--- src/rtl/ps2_key_pkg.sv ---
// Shared constants and state encodings for the PS/2 key decoder.
// Covers the scan codes, the game command codes and the FSM state types.
package ps2_key_pkg;

    localparam logic [7:0] SC_EXT   = 8'hE0;
    localparam logic [7:0] SC_BRK   = 8'hF0;
    localparam logic [7:0] SC_SPACE = 8'h29;
    localparam logic [7:0] SC_UP    = 8'h75;
    localparam logic [7:0] SC_DOWN  = 8'h72;
    localparam logic [7:0] SC_LEFT  = 8'h6B;
    localparam logic [7:0] SC_RIGHT = 8'h74;

    localparam logic [2:0] KEY_NONE  = 3'd0;
    localparam logic [2:0] KEY_LEFT  = 3'd1;
    localparam logic [2:0] KEY_UP    = 3'd2;
    localparam logic [2:0] KEY_RIGHT = 3'd3;
    localparam logic [2:0] KEY_DOWN  = 3'd4;
    localparam logic [2:0] KEY_SPACE = 3'd5;

    typedef enum logic [1:0] {
        RX_IDLE,
        RX_DATA,
        RX_PARITY,
        RX_STOP
    } rx_state_e;

    typedef enum logic [1:0] {
        DEC_BASE,
        DEC_EXT,
        DEC_BRK,
        DEC_EXT_BRK
    } dec_state_e;

    // Arrow command for a byte that follows E0; KEY_NONE if unmapped.
    function automatic logic [2:0] ext_key(input logic [7:0] code);
        logic [2:0] key;
        case (code)
            SC_UP:    key = KEY_UP;
            SC_DOWN:  key = KEY_DOWN;
            SC_LEFT:  key = KEY_LEFT;
            SC_RIGHT: key = KEY_RIGHT;
            default:  key = KEY_NONE;
        endcase
        return key;
    endfunction

    // One held-mask bit per command (bit 0 = command 1); zero for KEY_NONE.
    function automatic logic [4:0] key_mask(input logic [2:0] key);
        logic [4:0] mask;
        case (key)
            KEY_LEFT:  mask = 5'b00001;
            KEY_UP:    mask = 5'b00010;
            KEY_RIGHT: mask = 5'b00100;
            KEY_DOWN:  mask = 5'b01000;
            KEY_SPACE: mask = 5'b10000;
            default:   mask = 5'b00000;
        endcase
        return mask;
    endfunction

endpackage

--- src/rtl/ps2_frame_rx.sv ---
// PS/2 frame receiver: pin synchronisers, falling-edge sampling, 11-bit frame
// shifter with odd-parity/stop check and an inter-edge timeout.
module ps2_frame_rx
    import ps2_key_pkg::*;
#(
    parameter int TIMEOUT_CYCLES = 100000,
    parameter int SYNC_STAGES    = 2
) (
    input  logic       CLK,
    input  logic       RESET,
    input  logic       PS2_CLK,
    input  logic       PS2_DATA,
    output logic [7:0] RX_BYTE,
    output logic       RX_STROBE,
    output logic       RX_ERR
);

    localparam int CNT_W = $clog2(TIMEOUT_CYCLES + 1);
    localparam logic [CNT_W-1:0] TO_LAST = CNT_W'(TIMEOUT_CYCLES - 1);

    logic [SYNC_STAGES-1:0] clk_sync_q, clk_sync_d;
    logic [SYNC_STAGES-1:0] data_sync_q, data_sync_d;
    logic                   clk_prev_q, clk_prev_d;

    rx_state_e              state_q, state_d;
    logic [2:0]             bit_cnt_q, bit_cnt_d;
    logic [7:0]             shift_q, shift_d;
    logic                   parity_q, parity_d;
    logic [CNT_W-1:0]       to_cnt_q, to_cnt_d;

    logic                   clk_s;
    logic                   data_s;
    logic                   sample;
    logic                   frame_ok;
    logic                   timeout_hit;

    assign clk_s    = clk_sync_q[SYNC_STAGES-1];
    assign data_s   = data_sync_q[SYNC_STAGES-1];
    assign sample   = clk_prev_q & ~clk_s;
    assign frame_ok = (^{shift_q, parity_q}) & data_s;
    // A sample event always wins over an expiring timeout in the same cycle.
    assign timeout_hit = (state_q != RX_IDLE) && !sample && (to_cnt_q == TO_LAST);

    always_comb begin
        clk_sync_d  = {clk_sync_q[SYNC_STAGES-2:0], PS2_CLK};
        data_sync_d = {data_sync_q[SYNC_STAGES-2:0], PS2_DATA};
        clk_prev_d  = clk_s;
    end

    always_ff @(posedge CLK) begin
        if (RESET) begin
            clk_sync_q  <= '1;
            data_sync_q <= '1;
            clk_prev_q  <= 1'b1;
            state_q     <= RX_IDLE;
            bit_cnt_q   <= '0;
            shift_q     <= '0;
            parity_q    <= 1'b0;
            to_cnt_q    <= '0;
        end else begin
            clk_sync_q  <= clk_sync_d;
            data_sync_q <= data_sync_d;
            clk_prev_q  <= clk_prev_d;
            state_q     <= state_d;
            bit_cnt_q   <= bit_cnt_d;
            shift_q     <= shift_d;
            parity_q    <= parity_d;
            to_cnt_q    <= to_cnt_d;
        end
    end

    always_comb begin
        state_d   = state_q;
        bit_cnt_d = bit_cnt_q;
        shift_d   = shift_q;
        parity_d  = parity_q;
        to_cnt_d  = to_cnt_q;
        case (state_q)
            RX_IDLE: begin
                if (sample && !data_s) begin
                    state_d   = RX_DATA;
                    bit_cnt_d = '0;
                end
            end
            RX_DATA: begin
                if (sample) begin
                    shift_d = {data_s, shift_q[7:1]};
                    if (bit_cnt_q == 3'd7) begin
                        state_d   = RX_PARITY;
                        bit_cnt_d = '0;
                    end else begin
                        bit_cnt_d = bit_cnt_q + 3'd1;
                    end
                end
            end
            RX_PARITY: begin
                if (sample) begin
                    parity_d = data_s;
                    state_d  = RX_STOP;
                end
            end
            RX_STOP: begin
                if (sample) begin
                    state_d = RX_IDLE;
                end
            end
            default: state_d = RX_IDLE;
        endcase

        if (state_q == RX_IDLE || sample) begin
            to_cnt_d = '0;
        end else if (timeout_hit) begin
            to_cnt_d = '0;
            state_d  = RX_IDLE;
        end else if (to_cnt_q != TO_LAST) begin
            to_cnt_d = to_cnt_q + 1'b1;
        end
    end

    always_comb begin
        RX_BYTE   = shift_q;
        RX_STROBE = (state_q == RX_STOP) && sample && frame_ok;
        RX_ERR    = ((state_q == RX_STOP) && sample && !frame_ok) || timeout_hit;
    end

endmodule

--- src/rtl/ps2_key_decoder.sv ---
// PS/2 keyboard to game-command decoder built on ps2_frame_rx.
// Optional typematic-repeat suppression is enabled by defining KEY_REPEAT_FILTER_EN.
module ps2_key_decoder
    import ps2_key_pkg::*;
#(
    parameter int TIMEOUT_CYCLES = 100000,
    parameter int SYNC_STAGES    = 2
) (
    input  logic       CLK,
    input  logic       RESET,
    input  logic       PS2_CLK,
    input  logic       PS2_DATA,
    output logic [2:0] KEY_VALUE,
    output logic       KEY_VALID,
    output logic       FRAME_ERR
);

    logic [7:0] rx_byte;
    logic       rx_strobe;
    logic       rx_err;

    dec_state_e dec_q, dec_d;
    logic       emit;
    logic [2:0] emit_key;
    logic       suppress;

    logic [2:0] key_value_q, key_value_d;
    logic       key_valid_q, key_valid_d;
    logic       frame_err_q, frame_err_d;

    ps2_frame_rx #(
        .TIMEOUT_CYCLES (TIMEOUT_CYCLES),
        .SYNC_STAGES    (SYNC_STAGES)
    ) u_rx (
        .CLK       (CLK),
        .RESET     (RESET),
        .PS2_CLK   (PS2_CLK),
        .PS2_DATA  (PS2_DATA),
        .RX_BYTE   (rx_byte),
        .RX_STROBE (rx_strobe),
        .RX_ERR    (rx_err)
    );

    always_ff @(posedge CLK) begin
        if (RESET) begin
            dec_q <= DEC_BASE;
        end else begin
            dec_q <= dec_d;
        end
    end

    always_comb begin
        dec_d = dec_q;
        if (rx_err) begin
            dec_d = DEC_BASE;
        end else if (rx_strobe) begin
            case (dec_q)
                DEC_BASE: begin
                    if (rx_byte == SC_EXT)      dec_d = DEC_EXT;
                    else if (rx_byte == SC_BRK) dec_d = DEC_BRK;
                    else                        dec_d = DEC_BASE;
                end
                DEC_EXT: begin
                    if (rx_byte == SC_BRK)      dec_d = DEC_EXT_BRK;
                    else if (rx_byte == SC_EXT) dec_d = DEC_EXT;
                    else                        dec_d = DEC_BASE;
                end
                default: dec_d = DEC_BASE;
            endcase
        end
    end

    always_comb begin
        emit     = 1'b0;
        emit_key = KEY_NONE;
        if (rx_strobe) begin
            case (dec_q)
                DEC_BASE: begin
                    if (rx_byte == SC_SPACE) begin
                        emit     = 1'b1;
                        emit_key = KEY_SPACE;
                    end
                end
                DEC_EXT: begin
                    emit_key = ext_key(rx_byte);
                    emit     = (emit_key != KEY_NONE);
                end
                default: ;
            endcase
        end
    end

`ifdef KEY_REPEAT_FILTER_EN
    logic [4:0] held_q, held_d;

    always_ff @(posedge CLK) begin
        if (RESET) begin
            held_q <= '0;
        end else begin
            held_q <= held_d;
        end
    end

    // A make sets its bit; the break code that follows F0 (or E0 F0) clears it.
    always_comb begin
        held_d   = held_q;
        suppress = |(held_q & key_mask(emit_key));
        if (rx_err) begin
            held_d = '0;
        end else if (emit) begin
            held_d = held_q | key_mask(emit_key);
        end else if (rx_strobe && dec_q == DEC_BRK && rx_byte == SC_SPACE) begin
            held_d = held_q & ~key_mask(KEY_SPACE);
        end else if (rx_strobe && dec_q == DEC_EXT_BRK) begin
            held_d = held_q & ~key_mask(ext_key(rx_byte));
        end
    end
`else
    assign suppress = 1'b0;
`endif

    always_comb begin
        key_valid_d = emit && !suppress;
        key_value_d = key_valid_d ? emit_key : key_value_q;
        frame_err_d = rx_err;
    end

    always_ff @(posedge CLK) begin
        if (RESET) begin
            key_value_q <= KEY_NONE;
            key_valid_q <= 1'b0;
            frame_err_q <= 1'b0;
        end else begin
            key_value_q <= key_value_d;
            key_valid_q <= key_valid_d;
            frame_err_q <= frame_err_d;
        end
    end

    assign KEY_VALUE = key_value_q;
    assign KEY_VALID = key_valid_q;
    assign FRAME_ERR = frame_err_q;

endmodule

--- config.mk ---
export PLATFORM = sky130hd
export DESIGN_NAME = ps2_key_decoder
export DESIGN_NICKNAME = d
export VERILOG_FILES = /design/src/rtl/ps2_key_pkg.sv /design/src/rtl/ps2_frame_rx.sv /design/src/rtl/ps2_key_decoder.sv
export SDC_FILE = /design/constraint.sdc
export NUM_CORES = 1
export LEC_CHECK = 0
export ABC_AREA = 1
export CORE_MARGIN = 2
export CORE_UTILIZATION = 37
export CTS_CLUSTER_SIZE = 30
export DETAILED_ROUTE_END_ITERATION = 6
export SETUP_SLACK_MARGIN = 0.15
export SLEW_MARGIN = 20
export SYNTH_ARGS = -nofsm -noshare
export SYNTH_HDL_FRONTEND = slang
export SYNTH_SLANG_ARGS = --single-unit
--- constraint.sdc ---
create_clock -name CLK -period 1.7 [get_ports CLK]
set_input_delay 0.34 -clock CLK [delete_from_list [all_inputs] [get_ports CLK]]
set_output_delay 0.34 -clock CLK [all_outputs]
set_load 0.005 [all_outputs]
Yosys cells after proc, flatten, opt, wreduce, memory -nomap -nowiden
Cells that the tools add are included.
{ "op_classes": {"n_mux": 26, "shift": 0, "bitwise": 3, "add_sub_neg": 2, "mul": 0, "reduce_logical": 22, "div": 0, "n_eq_ne": 16, "magnitude_cmp": 0} }
{ "ops": {"columns": ["cell", "n"], "rows": [
  ["$eq 8x7->1 const B", 4],
  ["$mux 3", 7],
  ["$mux 2", 10],
  ["$add 17x1->17 const B", 1],
  ["$eq 17x17->1 const B", 1],
  ["$ne 17x17->1 const B", 1],
  ["$eq 8x8->1 const B", 2],
  ["$pmux 3 s2", 2],
  ["$pmux 3 s4", 1],
  ["$reduce_xor 9->1", 1],
  ["$eq 8x6->1 const B", 1],
  ["$pmux 2 s4", 1],
  ["$logic_and 1x1->1", 6],
  ["$eq 2x1->1 const B", 2],
  ["$eq 2x2->1 const B", 2],
  ["$logic_not 2->1", 2],
  ["$ne 2x1->1 const B", 2],
  ["$pmux 2 s2", 1],
  ["$reduce_and 2->1", 2],
  ["$reduce_bool 2->1", 2],
  ["$add 3x1->3 const B", 1],
  ["$eq 3x3->1 const B", 1],
  ["$logic_not 1->1", 3],
  ["$mux 1", 3],
  ["8 further kinds", 10]
]} }
{ "word_totals": {"ram_bits": 0, "mem_count": 0, "mem_bits_ro": 0, "word_cells": 81, "latchBits": 0, "reg_bits": 43, "output_inout_bits": 5, "inputBits": 4} }

Longest topological paths before layout
{ "logic_depth": {"ltp_word": 8, "mapped_depth": 13, "ltp_nobuf": 13} }

Hierarchy
Synthesis repeated with hierarchy kept, for this count alone.
{ "unflattened": {"cells_unflattened": 329, "area_unflattened_um2": 2257.2} }
{ "by_module_without_submodules": {"columns": ["mod", "cells_each", "area_each_um2", "n_inst"], "rows": [
  ["ps2_frame_rx", 250, 1775.5, 1],
  ["ps2_key_decoder", 79, 481.7, 1]
]} }

Worst setup path after synthesis
OpenSTA, ideal clock, no wires.
{ "synth_path": {"path_type": "flip-flop to flip-flop", "startpoint": "register u_rx.to_cnt_q[0]", "endpoint": "register u_rx.to_cnt_q[16]", "path_buffers": 0, "t_arrival_ps": 1432, "required_ps": 1585, "slack_ps": 153, "stages_incl_launch_ff": 10, "period_less_slack_ps": 1547, "path_cell_list": "dfxtp_1 > ha_1 > nand3_1 > inv_1 > nand3_1 > inv_1 > nand4_1 > nor3_1 > a21oi_1 > o21a_1"} }
{ "synth_via": {"elab_chain_len": 3, "word_cells_on_any_way": 5, "cone_classes": "1 x add/sub; 2 x eq/ne; 2 x reduce/logical"} }
{ "synth_rtl": {"columns": ["item", "line", "rtl"], "rows": [
  ["from (decl)", "ps2_frame_rx.sv:29", "logic [CNT_W-1:0] to_cnt_q, to_cnt_d;"],
  ["from (signal assigned)", "ps2_frame_rx.sv:68", "to_cnt_q <= to_cnt_d;"],
  ["parallel branches: the longest is 3 deep, another holds $add 17x1->17", null, null]
]} }
Several ways; the timed one is not identified.
A chain may end at the register's enable or synchronous reset.

Worst setup path after layout
{ "layout_path": {"startpoint": "register u_rx.to_cnt_q[1]", "endpoint": "register u_rx.to_cnt_q[16]"} }
The elaborated chain is that of the path after synthesis.

==> impl_metrics.tcl <==
set metrics [dict create \
    ir_worst_vdd_mv 0.5353 \
    nFillCells 582 \
    layout_commonest_cell "nand2_1" \
    cp.arrival_ns 1.67 \
    grt.total_usage_pct 15.27 \
    crit_family "simple AND/OR/NAND/NOR gates" \
    status "completed" \
    hold_viol 0 \
    place.gp.congestion 0.8910 \
    power_density_nw_per_um2 719.6 \
    grt_pass1_vias 1788 \
    yosysSeqAreaShare_pct 39.43 \
    io_buffers 8 \
    first_pass_iters 4 \
    synth_top_cell_by_area "dfxtp_1" \
    rows 27 \
    r2r_setup_slack_ns 0.22 \
    synthXorXnorAreaFrac_pct 2.808 \
    finClkSkew_ns 0.009268 \
    cts_buffers 5 \
    fmaxAchievable_mhz 677.8 \
    synth.area.top_cells "dfxtp_1, nand2_1, nor2_1, inv_1, nand3_1" \
    overflow 0 \
    tightestPinTransition_ns 0.3018 \
    rsz0062_at_grt "true" \
    routed_wl_mm 4.739 \
    root_buffer "clkbuf_8" \
    die_y_um 80.82 \
    h-tree-depth 2 \
    worst_path_max_delay_cell "dfxtp_4" \
    hpwl_mm 3.453 \
    postRouteAntennaNets 0 \
    period_needed_ns 1.475 \
    grt_max_degree 16 \
    setup_tns_ns 0 \
    p_int_mw 1.539 \
    yosysTopAreaCellShare_pct 39.43 \
    avgViaCountPerCell 4.872 \
    cap_violations 0 \
    ys_warn_count 0 \
    nets 357 \
    setup_viol 0 \
    slew_headroom_pct 79.36 \
    critPathBufInv 2 \
    critPathMaxStageDelay_ns 0.37 \
    switching_share_pct 22.04 \
    startpoint_type "register" \
    coreArea_um2 5608 \
    pwr-share-clk_pct 41.2 \
    grt_pass1_wl_mm 7.893 \
    synth.avg_cell_area_um2 6.802 \
    cp_max_fo 5 \
    crit_top_cell "inv_2" \
    first_iter_violations 61 \
    dieWidth_um 80.82 \
    synth_cells 321 \
    total_power_mw 1.975 \
    initial_core_util_pct 38.93 \
    period_share_pct 86.79 \
    final_layout_size_suffix_gt1_share_pct 26.21 \
    p_switching_mw 0.4352 \
    tritoncts "built" \
    drv_slew 0 \
    final_cell_mix "nand2_1, nor2_1, inv_1, dfxtp_1, a21oi_1" \
    synthMuxAreaShare_pct 0 \
    antenna_found_initial 0 \
    dr_total_vias 2061 \
    area_delta_synth_final_pct 25.67 \
    remaining_drc_errors 0 \
    required_ns 1.89 \
    routedWlPerCell_um 11.20 \
    cp-end-kind "register" \
    synth_top_family_by_area "simple AND/OR/NAND/NOR gates" \
    synth_fp_nets 328 \
    path_class "register to register" \
    hold_path.class "register to register" \
    path_cells "ha_4 -> nand3_4 -> inv_2 -> nand3_2 -> inv_2 -> nand4_1 -> nor3_2 -> a21oi_1 -> o21a_1" \
    synthAdderAreaFrac_pct 1.719 \
    sequentialPowerShare_pct 51.9 \
    p_leak_nw 1.077 \
    cts_sinks 43 \
    synth-compound-area-share_pct 9.857 \
    io_pins 9 \
    max-clock-path-buffers 2 \
    clkSlewWorstSetupHoldPaths_ns 0.08 \
    dieArea_um2 6531 \
    synthSimpleGateAreaFrac_pct 37.25 \
    cts_hold_buf 0 \
    diodes 0 \
    yosysUniqueCellTypes 28 \
    synth_area_um2 2183 \
    insertion_delay_ns 0.29 \
    combPwrFrac_pct 6.9 \
    ys_ff_latch 43 \
]
-- cell type report --
class,instances,area (um^2),area share (%)
Clock buffer,6,82.58,3.010
Sequential cell,43,894.6,32.60
Inverter,45,180.2,6.566
Clock inverter,2,35.03,1.277
Multi-Input combinational cell,229,1246,45.42
Tap cell,72,90.09,3.283
Timing Repair Buffer,26,215.2,7.843
-- cells in the mapped netlist (all sizes together) --
cell	number
o21a	1
nand2	79
buf	3
clkinv	1
ha	3
or2	6
a31oi	3
a2111oi	1
nor3	11
a211oi	2
clkbuf	1
nor4	1
xor2	4
nor2	45
inv	44
dfxtp	43
a21oi	21
nand3	26
nand4	11
o21ai	12
xnor2	3
-- stage by stage --
step                      cell area (um^2)  util [%]  hold WS (ns)  instances  worst slack (ns)
final                                 2744     48.93        0.4147        423            0.2245
after floorplan                       2183         -        0.3895        321            0.1534
after detailed placement              2389     42.59        0.3932        405           0.07055
after global placement                2389     42.59        0.3905        405            0.1210
after global routing                  2744     48.93        0.4271        423            0.1022
after CTS                             2531     45.14        0.4187        414            0.1544
-- sequential cells by signal, indices dropped and copies added (netlist names) --
register / flops
FRAME_ERR: 1
u_rx.RX_BYTE: 8
u_rx.bit_cnt_q: 3
KEY_VALID: 1
u_rx.data_sync_q: 2
dec_q: 2
u_rx.clk_sync_q: 2
u_rx.state_q: 2
u_rx.clk_prev_q: 1
u_rx.parity_q: 1
KEY_VALUE: 3
u_rx.to_cnt_q: 17
-- timing repair --
action	in CTS	in global routing
pin swaps	2	20
setup buffers	1	9
endpoints found under the hold margin	0	0
gates resized for setup	8	53
endpoints found under the setup margin	19	25
-- cell families after synthesis --
logic type	count (synthesis)
buffers and inverters	49
AOI/OAI and AO/OA	40
adders and majority gates	3
and+or+nand+nor	179
xor gates and xnor gates	7
DFF	43
-- path summary, 6_finish.rpt --
path                          to  cells past startpoint                 from
min          u_rx.data_sync_q[1]                      1  u_rx.data_sync_q[0]
max            u_rx.to_cnt_q[16]                      9     u_rx.to_cnt_q[1]
max reg2reg    u_rx.to_cnt_q[16]                      9     u_rx.to_cnt_q[1]
min reg2reg  u_rx.data_sync_q[1]                      1  u_rx.data_sync_q[0]
-- power groups by stage --
stage / sequential (mW) / combinational (mW) / clock [mW]
finish: 1.02 / 0.136 / 0.814
global route: 1.03 / 0.156 / 0.880
CTS: 1.03 / 0.118 / 0.843
detailed placement: 1.06 / 0.117 / 0
global placement: 1.06 / 0.115 / 0
floorplan: 1.05 / 0.0824 / 0
-- layer usage --
layer / GRT usage, % / vias up / wire length, um
met5: 0 / - / 0
met4: 5.085 / 0 / 30
met3: 3.000 / 4 / 118
met2: 24.13 / 19 / 2228
met1: 20.86 / 942 / 2361
li1: - / 1096 / -
Power figures use the tool's default switching activity.
